===== src/rtl/usb2_pkg.sv =====
// Shared USB 2.0 definitions: packer state encodings and buffer geometry.
// No logic, definitions only.
// Imported by the IN packer and its helpers.
package usb2_pkg;

    localparam int USB2_HS_BULK_MAX = 512;
    localparam int USB2_ADDR_W      = 9;
    localparam int USB2_LEN_W       = 10;

    typedef enum logic [1:0] {
        ST_WAIT_BUF = 2'd0,
        ST_FILL     = 2'd1,
        ST_COMMIT   = 2'd2,
        ST_ACK_LO   = 2'd3
    } usb2_state_t;

endpackage


===== src/rtl/usb2_sync2.sv =====
// Generic 2-flop synchronizer for a single level signal from another domain.
// Latency: 2 clk cycles.
// No backpressure; the input must be a slowly changing level.
module usb2_sync2 (
    input  logic clk,
    input  logic rst,
    input  logic d,
    output logic q
);

    logic meta;

    // Two back-to-back flops; both clear on reset.
    always_ff @(posedge clk or posedge rst) begin
        if (rst) begin
            meta <= 1'b0;
            q    <= 1'b0;
        end else begin
            meta <= d;
            q    <= meta;
        end
    end

endmodule


===== src/rtl/usb2_ext_in_packer.sv =====
// Packs an ext_clk byte stream into EP1 bulk IN packets in the endpoint buffer.
// Latency: accepted beat written one cycle later; commit one cycle after the FSM enters ST_COMMIT.
// Backpressure: s_ready is high only in ST_FILL; no beats accepted while waiting on buffer or ack.
module usb2_ext_in_packer
    import usb2_pkg::*;
#(
    parameter int MAX_PKT = USB2_HS_BULK_MAX,
    parameter int TIMEOUT = 1024
) (
    input  logic                   ext_clk,
    input  logic                   reset,
    input  logic [7:0]             s_data,
    input  logic                   s_valid,
    output logic                   s_ready,
    input  logic                   s_last,
    input  logic                   flush,
    output logic [USB2_ADDR_W-1:0] ext_buf_in_addr,
    output logic [7:0]             ext_buf_in_data,
    output logic                   ext_buf_in_wren,
    input  logic                   ext_buf_in_ready,
    output logic                   ext_buf_in_commit,
    output logic [USB2_LEN_W-1:0]  ext_buf_in_commit_len,
    input  logic                   ext_buf_in_commit_ack,
    output logic [15:0]            pkt_count,
    output logic                   busy
);

    usb2_state_t           state, state_nxt;
    logic                  rdy_s, ack_s;
    logic [USB2_LEN_W-1:0] cnt, cnt_inc, len;
    logic [31:0]           idle;
    logic                  beat, end_beat, timeout_hit, ack_taken;

    usb2_sync2 u_sync_rdy (.clk(ext_clk), .rst(reset), .d(ext_buf_in_ready),      .q(rdy_s));
    usb2_sync2 u_sync_ack (.clk(ext_clk), .rst(reset), .d(ext_buf_in_commit_ack), .q(ack_s));

    assign s_ready   = (state == ST_FILL);
    assign beat      = s_valid & s_ready;
    assign cnt_inc   = cnt + 10'd1;
    // A flush that lands on a beat simply closes the packet after that byte.
    assign end_beat  = beat & ((cnt_inc == USB2_LEN_W'(MAX_PKT)) | s_last | flush);
    assign timeout_hit = (TIMEOUT != 0) && (cnt != '0) && (idle == 32'(TIMEOUT - 1));
    // Only count an ack once commit is actually being presented.
    assign ack_taken = (state == ST_COMMIT) & ext_buf_in_commit & ack_s;

    assign ext_buf_in_commit_len = len;
    assign busy = (state != ST_WAIT_BUF) || (cnt != '0);

    // State register.
    always_ff @(posedge ext_clk or posedge reset) begin
        if (reset) state <= ST_WAIT_BUF;
        else       state <= state_nxt;
    end

    // Next-state decode: beats take priority over flush and timeout.
    always_comb begin
        state_nxt = state;
        case (state)
            ST_WAIT_BUF: if (rdy_s) state_nxt = ST_FILL;
            ST_FILL: begin
                if (beat) begin
                    if (end_beat) state_nxt = ST_COMMIT;
                end else if (flush || timeout_hit) begin
                    state_nxt = ST_COMMIT;
                end
            end
            ST_COMMIT:   if (ack_taken) state_nxt = ST_ACK_LO;
            ST_ACK_LO:   if (!ack_s) state_nxt = ST_WAIT_BUF;
            default:     state_nxt = ST_WAIT_BUF;
        endcase
    end

    // Byte count for the packet being filled and the length latched at close.
    always_ff @(posedge ext_clk or posedge reset) begin
        if (reset) begin
            cnt <= '0;
            len <= '0;
        end else begin
            if (state == ST_WAIT_BUF && rdy_s) cnt <= '0;
            else if (beat)                     cnt <= cnt_inc;
            if (state == ST_FILL) begin
                if (end_beat)                            len <= cnt_inc;
                else if (!beat && (flush || timeout_hit)) len <= cnt;
            end
        end
    end

    // Idle counter: runs only while filling with no beat offered.
    always_ff @(posedge ext_clk or posedge reset) begin
        if (reset)                          idle <= '0;
        else if (state != ST_FILL || beat)  idle <= '0;
        else                                idle <= idle + 32'd1;
    end

    // Registered buffer write port; address and data hold between writes.
    always_ff @(posedge ext_clk or posedge reset) begin
        if (reset) begin
            ext_buf_in_wren <= 1'b0;
            ext_buf_in_addr <= '0;
            ext_buf_in_data <= '0;
        end else begin
            ext_buf_in_wren <= beat;
            if (beat) begin
                ext_buf_in_addr <= cnt[USB2_ADDR_W-1:0];
                ext_buf_in_data <= s_data;
            end
        end
    end

    // Commit rises the cycle after entering ST_COMMIT so it never overlaps the last write.
    always_ff @(posedge ext_clk or posedge reset) begin
        if (reset) begin
            ext_buf_in_commit <= 1'b0;
            pkt_count         <= '0;
        end else begin
            ext_buf_in_commit <= (state == ST_COMMIT) && !ack_taken;
            if (ack_taken) pkt_count <= pkt_count + 16'd1;
        end
    end

endmodule


===== config.mk =====
export PLATFORM = sky130hd
export DESIGN_NAME = usb2_ext_in_packer
export DESIGN_NICKNAME = d
export VERILOG_FILES = /design/src/rtl/usb2_pkg.sv /design/src/rtl/usb2_sync2.sv /design/src/rtl/usb2_ext_in_packer.sv
export SDC_FILE = /design/constraint.sdc
export NUM_CORES = 1
export LEC_CHECK = 0
export CORE_ASPECT_RATIO = 0.5
export CORE_MARGIN = 3
export CORE_UTILIZATION = 45
export CTS_BUF_LIST = sky130_fd_sc_hd__clkbuf_4
export DETAILED_ROUTE_END_ITERATION = 12
export PLACE_DENSITY = 0.73
export SLEW_MARGIN = 5
export SYNTH_ARGS = -nofsm -noshare
export SYNTH_HDL_FRONTEND = slang
export SYNTH_SLANG_ARGS = --single-unit

===== constraint.sdc =====
create_clock -name ext_clk -period 3.1 [get_ports ext_clk]
set_input_delay 0.62 -clock ext_clk [delete_from_list [all_inputs] [get_ports ext_clk]]
set_output_delay 0.62 -clock ext_clk [all_outputs]
set_load 0.02 [all_outputs]

# [After elaboration in Yosys (flattened, before gate mapping)]
# Index checks and enable logic that the tools add are counted.
[word_totals] rom_bits=0 out_inout_bits=47 ff_bits=93 memories=0 in_bits=15 ram_bits=0 wordCells=61 latchBits=0
[classes] muxes=12 eq_ne=11 shift=0 n_mul=0 magnitude_cmp=0 bitwise=6 n_reduce_logical=16 n_addsub=3 div_mod_pow=0
[ops] operator="2-to-1 mux 10 bit" count=4
[ops] operator="adder 32 x 1 -> 32 bit (second input constant)" count=1
[ops] operator="equality test 32 x 10 -> 1 bit (second input constant)" count=1
[ops] operator="2-to-1 mux 32 bit" count=1
[ops] operator="adder 16 x 1 -> 16 bit (second input constant)" count=1
[ops] operator="2-to-1 mux 2 bit" count=6
[ops] operator="adder 10 x 1 -> 10 bit (second input constant)" count=1
[ops] operator="equality test 10 bit (second input constant)" count=1
[ops] operator="nonzero test 10 bit" count=1
[ops] operator="one-hot mux 2 bit (4 select lines)" count=1
[ops] operator="nonzero test 2 bit" count=3
[ops] operator="AND reduction 5 bit" count=1
[ops] operator="bitwise AND 1 bit" count=4
[ops] operator="equality test 2 bit (second input constant)" count=2
[ops] operator="logical AND 1 bit" count=4
[ops] operator="!= test 2 x 1 -> 1 bit (second input constant)" count=2
[ops] operator="!= test 2 bit (second input constant)" count=2
[ops] operator="logical OR 1 bit" count=3
[ops] operator="!= test 3 x 1 -> 1 bit (second input constant)" count=1
[ops] operator="!= test 3 x 2 -> 1 bit (second input constant)" count=1
[ops] operator="equality test 2 x 1 -> 1 bit (second input constant)" count=1
[ops] operator="logical NOT 1 bit" count=2
[ops] operator="logical NOT 2 bit" count=1
[ops] operator="OR 1 bit" count=2
[ops] operator="AND reduction 2 bit" count=1

# [Depth between registers and ports, before layout]
# Gate-level depths: netlist (run 1).
[depth] ltp_word=8 mapped_depth=8 ltp_nobuf=8

# [Hierarchy]
# A second synthesis (run 1) with hierarchy kept.
[unflattened] cells_unflattened=459 hier_area_um2=4488.1
[by_module_without_submodules] module="usb2_ext_in_packer" area_per_inst_um2=4380.5 cells_per_inst=453 seq_area_each_um2=2227.1 n_inst=1
[by_module_without_submodules] module="usb2_sync2" area_per_inst_um2=53.8 cells_per_inst=3 seq_area_each_um2=50.0 n_inst=2

# [Worst setup path before layout (run 1)]
# OpenSTA, ideal clock, no wires.
[synth_timing] path_type="register to register" start="register idle[0]" end="register state[1]" path_stages_with_launch=8 n_path_buf=0 slack_ps=735 arrival_time_ps=2240 period_less_slack_ps=2365 cell_sequence="dfrtp_1 -> ha_1 -> nand4_2 -> or3_4 -> o41a_4 -> a31oi_4 -> o21ai_2 -> mux2_4"
[synth_via] elab_chain_len=5
[synth_lines] item="start, declared" line_no="usb2_ext_in_packer.sv:31" text="logic [31:0] idle;"
[synth_lines] item="start signal, assigned" line_no="usb2_ext_in_packer.sv:92" text="else idle <= idle + 32'd1;"
[synth_lines] item="equality test 32 x 10 -> 1 bit" line_no="usb2_ext_in_packer.sv:42" text="assign timeout_hit = (TIMEOUT != 0) && (cnt != '0) && (idle == 32'(TIMEOUT - 1));"
[synth_lines] item="logical AND 1 bit" line_no="usb2_ext_in_packer.sv:42"
[synth_lines] item="logical OR 1 bit" line_no="usb2_ext_in_packer.sv:63" text="end else if (flush || timeout_hit) begin"
[synth_lines] item="!= test 3 x 1 -> 1 bit (no source line)"
[synth_lines] item="AND reduction 5 bit (no source line)"
[synth_lines] item="end signal, assigned" line_no="usb2_ext_in_packer.sv:52" text="else state <= state_nxt;"
[synth_lines] item="end, declared" line_no="usb2_ext_in_packer.sv:28" text="usb2_state_t state, state_nxt;"
# Every way passes these cells.
# A chain may end at the register's enable or synchronous reset.

# [Worst setup path in the final report (run 1)]
[layout_timing] start="register cnt[0]" end="output busy"
[layout_via] elab_chain_len=2
[layout_lines] item="start, declared" line_no="usb2_ext_in_packer.sv:30" text="logic [USB2_LEN_W-1:0] cnt, cnt_inc, len;"
[layout_lines] item="start signal, assigned" line_no="usb2_ext_in_packer.sv:80" text="else if (beat) cnt <= cnt_inc;"
[layout_lines] item="nonzero test 10 bit" line_no="usb2_ext_in_packer.sv:47" text="assign busy = (state != ST_WAIT_BUF) || (cnt != '0);"
[layout_lines] item="logical OR 1 bit" line_no="usb2_ext_in_packer.sv:47"
[layout_lines] item="end, declared" line_no="usb2_ext_in_packer.sv:25" text="output logic busy"
# Every way passes these cells.

==> impl.org, run 1 <==
** Timing
- The number of endpoints with negative hold slack in the final report was 0.
- Setup repair after global routing left no endpoint under its margin.
- Worst rel slew slack :: 0.5340
- Total negative slack :: 0 ps
- Setup-failing EPs final :: 0
- Final critical-path required period :: 2823 ps
- Final worst-path cycle share :: 0.9105
- Final max-slew violation count :: 0
- For the pin with the worst max-slew slack, the measured transition is 693.7 ps.
- The clock arrives with 14.97 ps of skew.
- For this run, the top clock speed supported by timing is 0.3543 GHz.

** Hold path
- Classification of the worst-slack hold path :: reg -> reg

** Detailed routing
- The first detailed-routing pass ran for 6 iterations.
- After detailed routing, the number of remaining DRC violations is 0.
- The detailed router placed 3363 vias in this run.
- DRC marker count from the first detailed-route iteration :: 303
- Routed wirelength normalized by instance count :: 13.90 um
- Count of nets left with antenna violations after detail routing :: 0
- For this block, the routed nets add up to 9024 um of wire.
- After detailed routing, the number of vias per cell comes to 5.182.

** CTS
- Post-CTS sizing :: 0
- In this run the post-CTS setup repair buffer count came out at 0.
- Sink Count :: 93
- H-tree lvl count :: 3
- Clock root buffer :: clkbuf_4
- TritonCTS buffer count :: 9
- Clock-pin slew was measured on the worst setup and hold paths at 130 ps.
- Number of hold buffers added after cts :: 0
- At the later pin of the worst-skew pair, clock insertion delay measures 430 ps.
- The clock passes through at most 2 buffers.
- TritonCTS built the clock tree.

** Logic synthesis
- Ranking of synthesized cells by area :: dfrtp_1 (52%), xnor2_1 (6.1%), nand2_1 (5.6%), nor2_1 (4.7%), xor2_1 (4.3%)
- Most repeated cell in the gate-level netlist after synthesis :: dfrtp_1
- Synthesized cell area :: 0.004442 mm2
- Portion of the post-synthesis area used by sequential elements :: 0.5239
- Proportion of synthesized flip-flops having asynchronous set or reset :: 1.000
- Leading cell types by count after synthesis :: dfrtp_1 (93), nand2_1 (66), nor2_1 (56)
- The synthesized design spends more area on one cell type than any other, namely dfrtp_1.
- The Yosys step of the flow raised 0 warnings.
- Synthesized area per cell :: 9.784 um2
- Synthesis produced a netlist with a net count of 478.
- The number of different library cells used by synthesis comes to 44.
- Top cell type's share of synthesized area :: 0.5239
- Flops & latches, synth :: 93
- Synthesis handed over a netlist of 454 instances.
- In this run, synthesis inferred 0 flip-flops with an integrated enable.
- Leading register cell type out of synthesis :: dfrtp_1

** Final layout
- Final net count :: 540
- In the final layout, the share of cells above drive strength 1 is 0.06551.
- Final instance count without filler cells :: 649
- Ant diodes :: 0
- Area added between synthesis and finish :: 19.86%

** Power
- The worst-case IR drop observed on VDD is 0.3405 mV.
- Cell leakage power :: 2.268 nW
- PD cells :: 648.0 mW/mm2
- Final total power :: 3.450 mW

** Placement
- Detailed-placement wirelength estimate :: 6390 um
- The congestion estimate from routability-driven global placement came to 0.8028.
- Count of placed standard cells including taps :: 635
- Count of port buffers added during placement :: 61

** Floorplanning
- Floorplan die height :: 76.25 um
- The die covers 0.01117 mm2.
- In this run the core area contains 24 standard-cell rows.
- Floorplan die width :: 146.5 um
- Core area :: 0.009129 mm2
- Pin placement for this block handled 62 I/O pins.
- Starting utilization of the core area :: 0.4866

** Setup path
- Delay of the slowest cell on the worst path :: 600 ps
- Of all nets on the critical path, the largest fanout is 9.
- Critical Setup Path Class :: reg -> out
- Data on the critical path is required at its endpoint by 2480 ps.
- CP top delay family :: buffers and inverters
- Counting both buffers and inverters, the worst setup path holds a total of 2.
- The slowest stage of the critical path belongs to the cell clkdlybuf4s50_1.
- Arrival time of the worst setup path :: 2200 ps
- STA classifies the critical path endpoint as an output pin.
- The worst setup path is launched from a flip-flop.
- Cells traversed along the worst timing path :: inv_1 > ha_1 > and4_1 > nand2_1 > clkdlybuf4s50_1

** Global routing
- The number of global-route vias before repair was 3259.
- The initial antenna violation count came to 0.
- Largest net degree at the start of global routing :: 64
- The first global-routing pass estimated 16010 um of wire.
- The total overflow left after global routing is 0.
- For this run, the total global-route usage over all layers was measured as 0.1745.

** Outcome
- The flow ran to the end, and the final reports show no timing, DRC or antenna violations.

** Run
- Max-cap violations in this run came to 0.
[sequential cells by signal (all words and copies together) (netlist names)]
register	cells
pkt_count	16
state	2
u_sync_ack.meta	1
cnt	10
u_sync_ack.q	1
u_sync_rdy.q	1
u_sync_rdy.meta	1
ext_buf_in_wren	1
ext_buf_in_data	8
ext_buf_in_commit	1
ext_buf_in_addr	9
ext_buf_in_commit_len	10
idle	32
[cell type report]
| cell class | count | area, um2 |
|---|---|---|
| clock buffer | 11 | 82.58 |
| clock inverter | 3 | 38.79 |
| fill | 792 | 3805 |
| inverter | 28 | 106.4 |
| multi-input combinational | 319 | 1953 |
| sequential | 93 | 2327 |
| tap | 130 | 162.7 |
| timing repair buffer | 65 | 653.1 |
[kinds of logic (layout without fill, tap and decap cells)]
logic type	Yosys count	in the layout	share of synthesized area
muxes	3	3	0.008168
and+or+nand+nor	203	203	0.2163
buffers and inverters	42	107	0.03634
DFF	93	93	0.5239
adders and majority gates	9	9	0.02535
xor gates and xnor gates	53	53	0.1045
AOI/OAI and AO/OA	51	51	0.08535
[per-layer routing]
layer | share of wire | wire (um) | track usage | up-vias
li1 | - | - | - | 1664
met1 | 0.48 | 4365 | 0.2403 | 1623
met2 | 0.46 | 4145 | 0.2739 | 66
met3 | 0.046 | 413 | 0.04753 | 10
met4 | 0.011 | 99 | 0.04784 | 0
met5 | 0 | 0 | 0 | -
[worst paths after layout]
path                       slack, ps            start                       end  cells after the start
max                              280           cnt[0]                      busy                      5
min                              360  u_sync_rdy.meta              u_sync_rdy.q                      0
max reg2reg                      530           cnt[0]  ext_buf_in_commit_len[8]                      7
min reg2reg                      360  u_sync_rdy.meta              u_sync_rdy.q                      0
max in group asynchronous       1870            reset  ext_buf_in_commit_len[1]                      3
min in group asynchronous        530            reset         ext_buf_in_commit                      2
[placed cells by master, fill, tap and decap left out, drive strengths merged, types with 2 or more instances in the layout]
| cell type | instances |
|---|---|
| nor3 | 10 |
| inv | 26 |
| nand4 | 14 |
| and3 | 4 |
| a222oi | 5 |
| and4 | 4 |
| nand2 | 67 |
| xnor2 | 31 |
| xor2 | 22 |
| buf | 4 |
| clkinv | 4 |
| clkdlybuf4s50 | 61 |
| ha | 9 |
| nor4 | 10 |
| nor2 | 57 |
| or2 | 3 |
| a21oi | 13 |
| dfrtp | 93 |
| and2 | 4 |
| nand3 | 20 |
| o21ai | 19 |
| or3 | 9 |
| mux2 | 2 |
| clkbuf | 11 |
| a221oi | 4 |
[power by group]
group / leakage [nW] / switching, mW / internal, mW
Clock: 0.0702 / 0.371 / 0.253
Sequential: 1.24 / 0.155 / 1.41
Combinational: 0.960 / 0.684 / 0.575
Total: 2.27 / 1.21 / 2.24
[per-stage QoR]
step / utilization / setup WS, ps / instance area (um2) / hold WS (ps)
floorplan: - / 59.69 / 4442 / 331.2
global placement: 0.5699 / 684.7 / 5202 / 335.0
detailed placement: 0.5699 / 575.2 / 5202 / 334.7
CTS: 0.5832 / 240.6 / 5324 / 365.4
global route: 0.5832 / 110.4 / 5324 / 374.4
finish: 0.5832 / 277.3 / 5324 / 363.9
Note: power is estimated with default switching activity, not from simulation.
==> run 2: changes to the inputs <==
--- a/config.mk
+++ b/config.mk
@@ -11,6 +11,7 @@
 export CTS_BUF_LIST = sky130_fd_sc_hd__clkbuf_4
 export DETAILED_ROUTE_END_ITERATION = 12
 export PLACE_DENSITY = 0.73
+export REMOVE_ABC_BUFFERS = 1
 export SLEW_MARGIN = 5
 export SYNTH_ARGS = -nofsm -noshare
 export SYNTH_HDL_FRONTEND = slang
==> impl.org, run 2 (synthesis results as in run 1) <==
** CTS
- Clock root buffer :: clkbuf_4
- The number of gates given a new drive strength after cts came to 0 (unchanged).
- The buffer depth of the longest clock path is 2 (unchanged).
- The clock-pin slew of the registers on the worst-case setup and hold paths is 150 ps (+20 ps).
- Number of buffers inserted to repair setup after CTS :: 0 (unchanged)
- The later-pin clock latency in the skew report is 450 ps (+20 ps).
- The total number of H-tree levels was 3 (unchanged).
- TritonCTS buffer count :: 9 (unchanged)
- Number of hold buffers added after cts :: 0 (unchanged)
- CTS tree :: yes
- The number of clock sinks came to 93 (unchanged).

** Setup path
- In this run the critical register-to-register path is captured at ext_buf_in_commit_len[6].
- CP endpoint kind :: output pin
- Worst endpoint required time :: 2480 ps (about the same)
- The worst setup path is launched from a flip-flop.
- Critical Setup Path Class :: reg -> out
- The maximum fanout encountered on the critical timing path was 9 (unchanged).
- FF-to-FF path depth :: 7 (unchanged)
- The signal arrival time at the worst endpoint was 2190 ps (about the same).
- The register-to-register setup slack came to 510 ps (-20 ps).
- Origin of the critical flop-to-flop path :: cnt[0]

** Placement
- The placed standard-cell area came to 0.005230 mm2 (+0.53%).
- Final estimated routing congestion in global placement :: 0.8815 (+9.8%)
- The number of I/O port buffers was 61 (unchanged).
- Detailed-placement wirelength estimate :: 6600 um (+3.3%)

** Detailed routing
- The routed length per placed instance is 14.35 um (+3.2%).
- Count of nets left with antenna violations after detail routing :: 0 (unchanged)
- The initial detailed-routing violation count was 200 (-34%).
- The total wire length after detailed routing came to 9369 um (+3.8%).
- Vias per cell :: 5.176 (-0.11%)
- The DRC violation count after routing was 0 (unchanged).
- Number of iterations in the first detailed-routing pass :: 4 (-2)
- The total vias in the final route was 3380 (+0.51%).

** Outcome
- The flow ran to the end, and the final reports show no timing, DRC or antenna violations.

** Timing
- Transition time at the pin with the least slew margin :: 688.6 ps (-5.100 ps)
- The count of endpoints failing setup in the final report was 0 (unchanged).
- Total negative slack :: 0 ps (unchanged)
- Final critical-path required period :: 2813 ps (-9.274 ps)
- Final worst-path cycle share :: 0.9075 (-0.002992)
- Worst Skew :: 16.27 ps (+1.293 ps)
- The maximum frequency from static timing analysis came to 0.3554 GHz (+0.33%).
- Setup repair after global routing left no endpoint under its margin.
- The worst slew slack as a fraction of its limit was 0.5374 (+0.003426).
- Hold Vio Cnt, Final :: 0 (unchanged)
- The final number of max-transition violations was 0 (unchanged).

** Floorplanning
- Floorplan die width :: 146.5 um (unchanged)
- The effective utilization at floorplan is 0.4866 (unchanged).
- Area of the die :: 0.01117 mm2 (unchanged)
- The total I/O pin count is 62 (unchanged).
- The number of placement rows came to 24 (unchanged).
- Floorplan die height :: 76.25 um (unchanged)
- The area of the core region was 0.009129 mm2 (unchanged).

** Final layout
- Final net count :: 542 (+0.37%)
- The share of cells above drive strength 1 is 0.07266 (+0.007147).
- The flip-flop count of the largest register, all copies and words added is 32 (unchanged).
- Area added between synthesis and finish :: 20.87%
- Final Instance Area :: 0.005369 mm2 (+0.85%)
- Ant diodes :: 0 (unchanged)
- Most used cells in the layout excluding fill and tap cells :: dfrtp_1 (93), nand2_1 (66), clkdlybuf4s50_1 (61), nor2_1 (56), xnor2_1 (31)
- idle holds more flip-flops than any other register.
- Regs by FF count :: idle x32, pkt_count x16
- Most common cell after layout, fill and taps aside :: dfrtp_1

** Hold path
- Worst hold path depth :: 0 (unchanged)
- Hold path endpoint :: u_sync_rdy.q
- The startpoint identified for the worst hold timing path is u_sync_rdy.meta.
- The min-delay analysis places its worst path in the category reg -> reg.

** Power
- The power density normalized to cell area was 652.7 mW/mm2 (+0.74%).
- Cell leakage power :: 2.286 nW (+0.77%)
- Part of the total power dissipated in sequential elements :: 0.446 (-0.008)
- Part of the power in combinational logic :: 0.365 (about the same)
- Pint :: 2.248 mW (+0.37%)
- Clock group share of total power :: 0.189 (+0.008)
- Max rail drop VDD :: 0.3925 mV (+15%)
- Net Switching :: 1.257 mW (+3.8%)
- Switching part of the total :: 0.3587 (+0.007765)
- Final total power :: 3.505 mW (+1.6%)

** Global routing
- Initial antenna violation count :: 0 (unchanged)
- Total grt overflow :: 0 (unchanged)
- The aggregate global-route resource usage was 0.1777 (+0.003144).
- Number of global-route vias before repair :: 3304 (+1.4%)
- Largest net degree at the start of global routing :: 36 (-44%)
- The first-pass GRT wire length is 16260 um (+1.5%).

** Run
- Maximum capacitance violations :: 0 (unchanged)
## run 2: worst max-delay path, cell delays in order (launching register included)
cell,delay [ps]
dfrtp_1,540
inv_1,100
ha_1,210
and4_1,200
nand2_1,100
clkdlybuf4s50_1,600
## run 2: routing by layer
metal  global-route usage  share of wire
met1               0.2374           0.48
met5                    0              0
met2               0.2941           0.47
met3              0.04219          0.037
met4              0.04503          0.011
## run 2: metrics by stage
stage,hold WS (ps),utilization,instances,worst slack [ps]
floorplan,331.2,-,440,59.69
global placement,332.8,0.5729,637,663.8
detailed placement,335.8,0.5729,637,540.9
CTS,367.4,0.5881,653,246.5
global route,375.8,0.5881,653,140.9
finish,368.9,0.5881,653,286.6
## run 2: cell type report
| class | count | area, um2 |
|---|---|---|
| fill | 843 | 3760 |
| sequential | 93 | 2327 |
| clock inverter | 6 | 63.81 |
| timing repair buffer | 67 | 680.7 |
| tap | 130 | 162.7 |
| clock buffer | 10 | 75.07 |
| multi-input combinational | 319 | 1953 |
| inverter | 28 | 106.4 |
## run 2: worst max path at each step
stage            from                        to  cells past startpoint
2_1_floorplan   reset                    cnt[0]                      1
3_3_place_gp   cnt[0]  ext_buf_in_commit_len[7]                      7
3_5_place_dp   cnt[0]  ext_buf_in_commit_len[6]                      7
4_1_cts        cnt[0]                      busy                      5
5_1_grt        cnt[0]                      busy                      5
6_report       cnt[0]                      busy                      5
## run 2: power by group through the flow
stage / sequential (mW) / clock (mW) / combinational, mW
after global placement: 1.58 / 0 / 1.26
after CTS: 1.57 / 0.684 / 1.30
final: 1.56 / 0.661 / 1.28
after global routing: 1.60 / 0.738 / 1.39
after detailed placement: 1.59 / 0 / 1.29
after floorplan: 1.77 / 0 / 0.531
==> run 3: changes to the inputs <==
--- a/config.mk
+++ b/config.mk
@@ -5,6 +5,7 @@
 export SDC_FILE = /design/constraint.sdc
 export NUM_CORES = 1
 export LEC_CHECK = 0
+export ABC_AREA = 1
 export CORE_ASPECT_RATIO = 0.5
 export CORE_MARGIN = 3
 export CORE_UTILIZATION = 45
==> impl.org, run 3 <==
** Detailed routing
- The total vias in the final route came to 3987 (+18%).
- Met3 layer wire length in the routed design :: 493 um (+42%)
- DRC violations left :: 0 (unchanged)
- Signal routing reaches up to met4.
- The routed length per placed instance is 13.41 um (-6.5%).
- DRC marker count from the first detailed-route iteration :: 243 (+22%)
- Count of nets left with antenna violations after detail routing :: 0 (unchanged)
- Vias per cell :: 5.092 (-1.6%)
- The met2 wire length was 5009 um (+13%).
- The number of iterations in the first detailed-routing pass came to 5 (+1).
- Wire length on met1 :: 4858 um (+8.6%)
- Final routed wirelength across all metal layers :: 10500 um (+12%)

** Outcome
- Outcome :: completed

** Setup path
- The maximum fanout encountered on the critical timing path was 7 (-2).
- The maximum cell stage delay along the critical path was 570 ps (-30 ps).
- CP endpoint kind :: output pin
- For this design, the slowest cell found on the critical path is clkdlybuf4s50_1.
- Worst endpoint required time :: 2480 ps (about the same)
- Walking the worst path, the cells encountered are inv_1 > ha_1 > nand3_1 > nor3_1 > nand4_1 > clkdlybuf4s50_1.
- Startpoint types :: flip-flop
- Arrival time of the worst setup path :: 2280 ps (+90 ps)
- Worst-case register-to-register setup slack :: 800 ps (+290 ps)
- The logic depth of the worst register-to-register path is 14 (+7).
- In this run the critical register-to-register path is captured at state[1].
- Origin of the critical flop-to-flop path :: cnt[0]
- Critical Setup Path Class :: reg -> out

** CTS
- The buffer depth of the longest clock path is 2 (unchanged).
- CTS tree :: yes
- The setup fix buffers added after clock tree synthesis is 0 (unchanged).
- Number of hold buffers added after cts :: 0 (unchanged)
- Post-CTS sizing :: 0 (unchanged)
- The total number of H-tree levels was 3 (unchanged).
- Sink Count :: 93 (unchanged)
- Clock root buffer :: clkbuf_4
- Clock-pin slew on the worst setup and hold paths :: 140 ps (about the same)
- The later-pin clock latency in the skew report was 440 ps (about the same).
- The number of CTS-inserted buffers is 9 (unchanged).

** Placement
- The placer's final routability congestion estimate is 0.8756 (-0.67%).
- Detailed-placement wirelength estimate :: 7705 um (+17%)
- Pre-CTS WS :: 718.0 ps (+177.1 ps)
- Count of port buffers added during placement :: 61 (unchanged)

** Floorplanning
- Floorplan die height :: 78.16 um (+2.5%)
- Number of placement rows :: 25 (+4.2%)
- Num ports :: 62 (unchanged)
- The horizontal die dimension came to 150.3 um (+2.6%).
- Area of the die :: 0.01175 mm2 (+5.2%)
- Starting utilization of the core area :: 0.4786 (-0.007974)
- Core area :: 0.009791 mm2 (+7.3%)

** Power
- Clock group share of total power :: 0.184 (-0.005)
- The switching share of total power is 0.3746 (+0.01589).
- Part of the power in combinational logic :: 0.347 (-0.018)
- Part of the total power dissipated in sequential elements :: 0.469 (+0.023)
- The net load switching power was 1.181 mW (-6.1%).
- The worst IR drop on VDD came to 0.2327 mV (-41%).
- The power density normalized to cell area was 565.0 mW/mm2 (-13%).
- The static leakage power is 2.539 nW (+11%).
- Final total power :: 3.153 mW (-10%)
- Pint :: 1.972 mW (-12%)

** Global routing
- Total grt overflow :: 0 (unchanged)
- Initial antenna violation count :: 0 (unchanged)
- Number of global-route vias before repair :: 3893 (+18%)
- The first-pass GRT wire length is 18170 um (+12%).
- Largest net degree at the start of global routing :: 40 (+11%)
- The aggregate global-route resource usage is 0.1915 (+0.01380).

** Timing
- Final max-slew violation count :: 0 (unchanged)
- The maximum frequency from static timing analysis is 0.3446 GHz (-3.1%).
- Unrepaired setup endpoints after global routing :: no
- The slew of the pin with the lowest slew margin came to 675.9 ps (-12.75 ps).
- Total negative slack :: 0 ps (unchanged)
- The worst slew slack as a fraction of its limit was 0.5489 (+0.01151).
- Hold Vio Cnt, Final :: 0 (unchanged)
- Final critical-path required period :: 2902 ps (+88.69 ps)
- The final hold slack was 364.9 ps (-3.951 ps).
- The count of endpoints failing setup in the final report was 0 (unchanged).
- The setup clock skew after layout came to 9.559 ps (-6.707 ps).
- Post-layout worst setup margin :: 197.9 ps (-88.69 ps)
- Final worst-path cycle share :: 0.9362 (+0.02861)

** Run
- Maximum capacitance violations :: 0 (unchanged)

** Logic synthesis
- The number of flip-flops and latches in the synthesized netlist was 93 (unchanged).
- Counting instances in the post-synthesis netlist gives the leading cell types as nand2_1 (140), dfrtp_1 (93), inv_1 (71).
- Top cell type's share of synthesized area :: 0.4967 (-0.02728)
- The fraction of synthesis flops using an asynchronous set or reset pin is 1.000 (unchanged).
- The synthesized instance count came to 576 (+27%).
- The count of different cell masters after synthesis came to 38 (-14%).
- Synthesized cell area :: 0.004686 mm2 (+5.5%)
- The most common cell in the synthesized netlist is nand2_1.
- Syn. warnings :: 0 (unchanged)
- Synthesized area per cell :: 8.135 um2 (-17%)
- Ranking of synthesized cells by area :: dfrtp_1 (50%), nand2_1 (11%), inv_1 (5.7%), nand3_1 (5.3%), nor2_1 (4.6%)
- Summed over all instances, the cell type with the most area after synthesis is dfrtp_1.
- The sequential fraction of the synthesis area is 0.4967 (-0.02728).
- Number of flops mapped to enable cells by yosys :: 0 (unchanged)
- Leading register cell type out of synthesis :: dfrtp_1

** Final layout
- Relative to the synthesized area, the layout overhead comes to 19.09%.
- The total number of nets in the final design came to 667 (+23%).
- Layout Utilization :: 0.5700 (-0.01816)
- Ant diodes :: 0 (unchanged)
- Filler Cells Inserted :: 908 (+7.7%)
- The largest registers in the layout are idle x32, pkt_count x16.
- Counting flops per register, the top entry is idle.
- Leaving out fill and tap cells, the most frequent cells in the layout are nand2_1 (140), dfrtp_1 (93), inv_1 (70), clkdlybuf4s50_1 (61), nor2_1 (58).
- Most common cell after layout, fill and taps aside :: nand2_1
- Ratio of cells with drive above 1 in the final layout :: 0.07407 (+0.001416)
- Number of flip-flops in the largest register :: 32 (unchanged)

** Hold path
- Worst hold path depth :: 0 (unchanged)
- Hold path endpoint :: u_sync_ack.q
- The worst hold path begins at u_sync_ack.meta.
- Classification of the worst-slack hold path :: reg -> reg
-- run 3: worst max-delay path by stage --
| stage | from | slack (ps) | endpoint |
|---|---|---|---|
| 4_1_cts | cnt[0] | 180 | busy |
| 5_1_grt | cnt[0] | 7 | busy |
| 6_report | cnt[0] | 200 | busy |
| 3_3_place_gp | cnt[0] | 800 | busy |
| 2_1_floorplan | reset | 60 | cnt[0] |
| 3_5_place_dp | cnt[0] | 720 | busy |
-- run 3: power groups by stage --
stage | clock, mW | combinational [mW] | sequential [mW]
after floorplan | 0 | 0.493 | 1.62
after global placement | 0 | 1.06 | 1.50
after detailed placement | 0 | 1.10 | 1.50
after CTS | 0.612 | 1.10 | 1.48
after global routing | 0.662 | 1.20 | 1.50
final | 0.580 | 1.09 | 1.48
-- run 3: cell families (layout without fill, tap and decap cells) --
kind of cell | count (synthesis) | in the layout | synth area share
simple gates | 313 | 313 | 0.3052
flops | 93 | 93 | 0.4967
buf+inv | 84 | 156 | 0.07103
compound gates | 58 | 58 | 0.06756
xor+xnor | 19 | 19 | 0.03551
fa+ha+maj | 9 | 9 | 0.02403
-- run 3: cell type report --
cell class / instances / area, um2 / area share
repair buffers: 67 / 668.1 / 0.1197
well taps: 135 / 168.9 / 0.03027
flip-flops and latches: 93 / 2327 / 0.4170
clock inverters: 6 / 40.04 / 0.007175
clock buffers: 10 / 75.07 / 0.01345
inverters: 73 / 275.3 / 0.04933
multi-input cells: 399 / 2026 / 0.3630
-- run 3: per-layer routing --
| metal | track usage | up-vias |
|---|---|---|
| met3 | 0.04152 | 12 |
| met1 | 0.2466 | 1867 |
| met4 | 0.06113 | 0 |
| met2 | 0.3238 | 98 |
| met5 | 0 | - |
| li1 | - | 2010 |
-- run 3: worst max-delay path, delay by kind of cell (launching register included) --
| family | cells | cell delay, ps |
|---|---|---|
| adders and majority gates | 1 | 180 |
| buffers and inverters | 2 | 730 |
| DFF | 1 | 490 |
| and+or+nand+nor | 3 | 440 |
-- run 3: through the flow --
| step | cell area (um2) | std cells |
|---|---|---|
| 2_1_floorplan | 4627 | 565 |
| 3_3_place_gp | 5465 | 767 |
| 3_5_place_dp | 5465 | 767 |
| 4_1_cts | 5580 | 783 |
| 5_1_grt | 5580 | 783 |
| 6_report | 5580 | 783 |
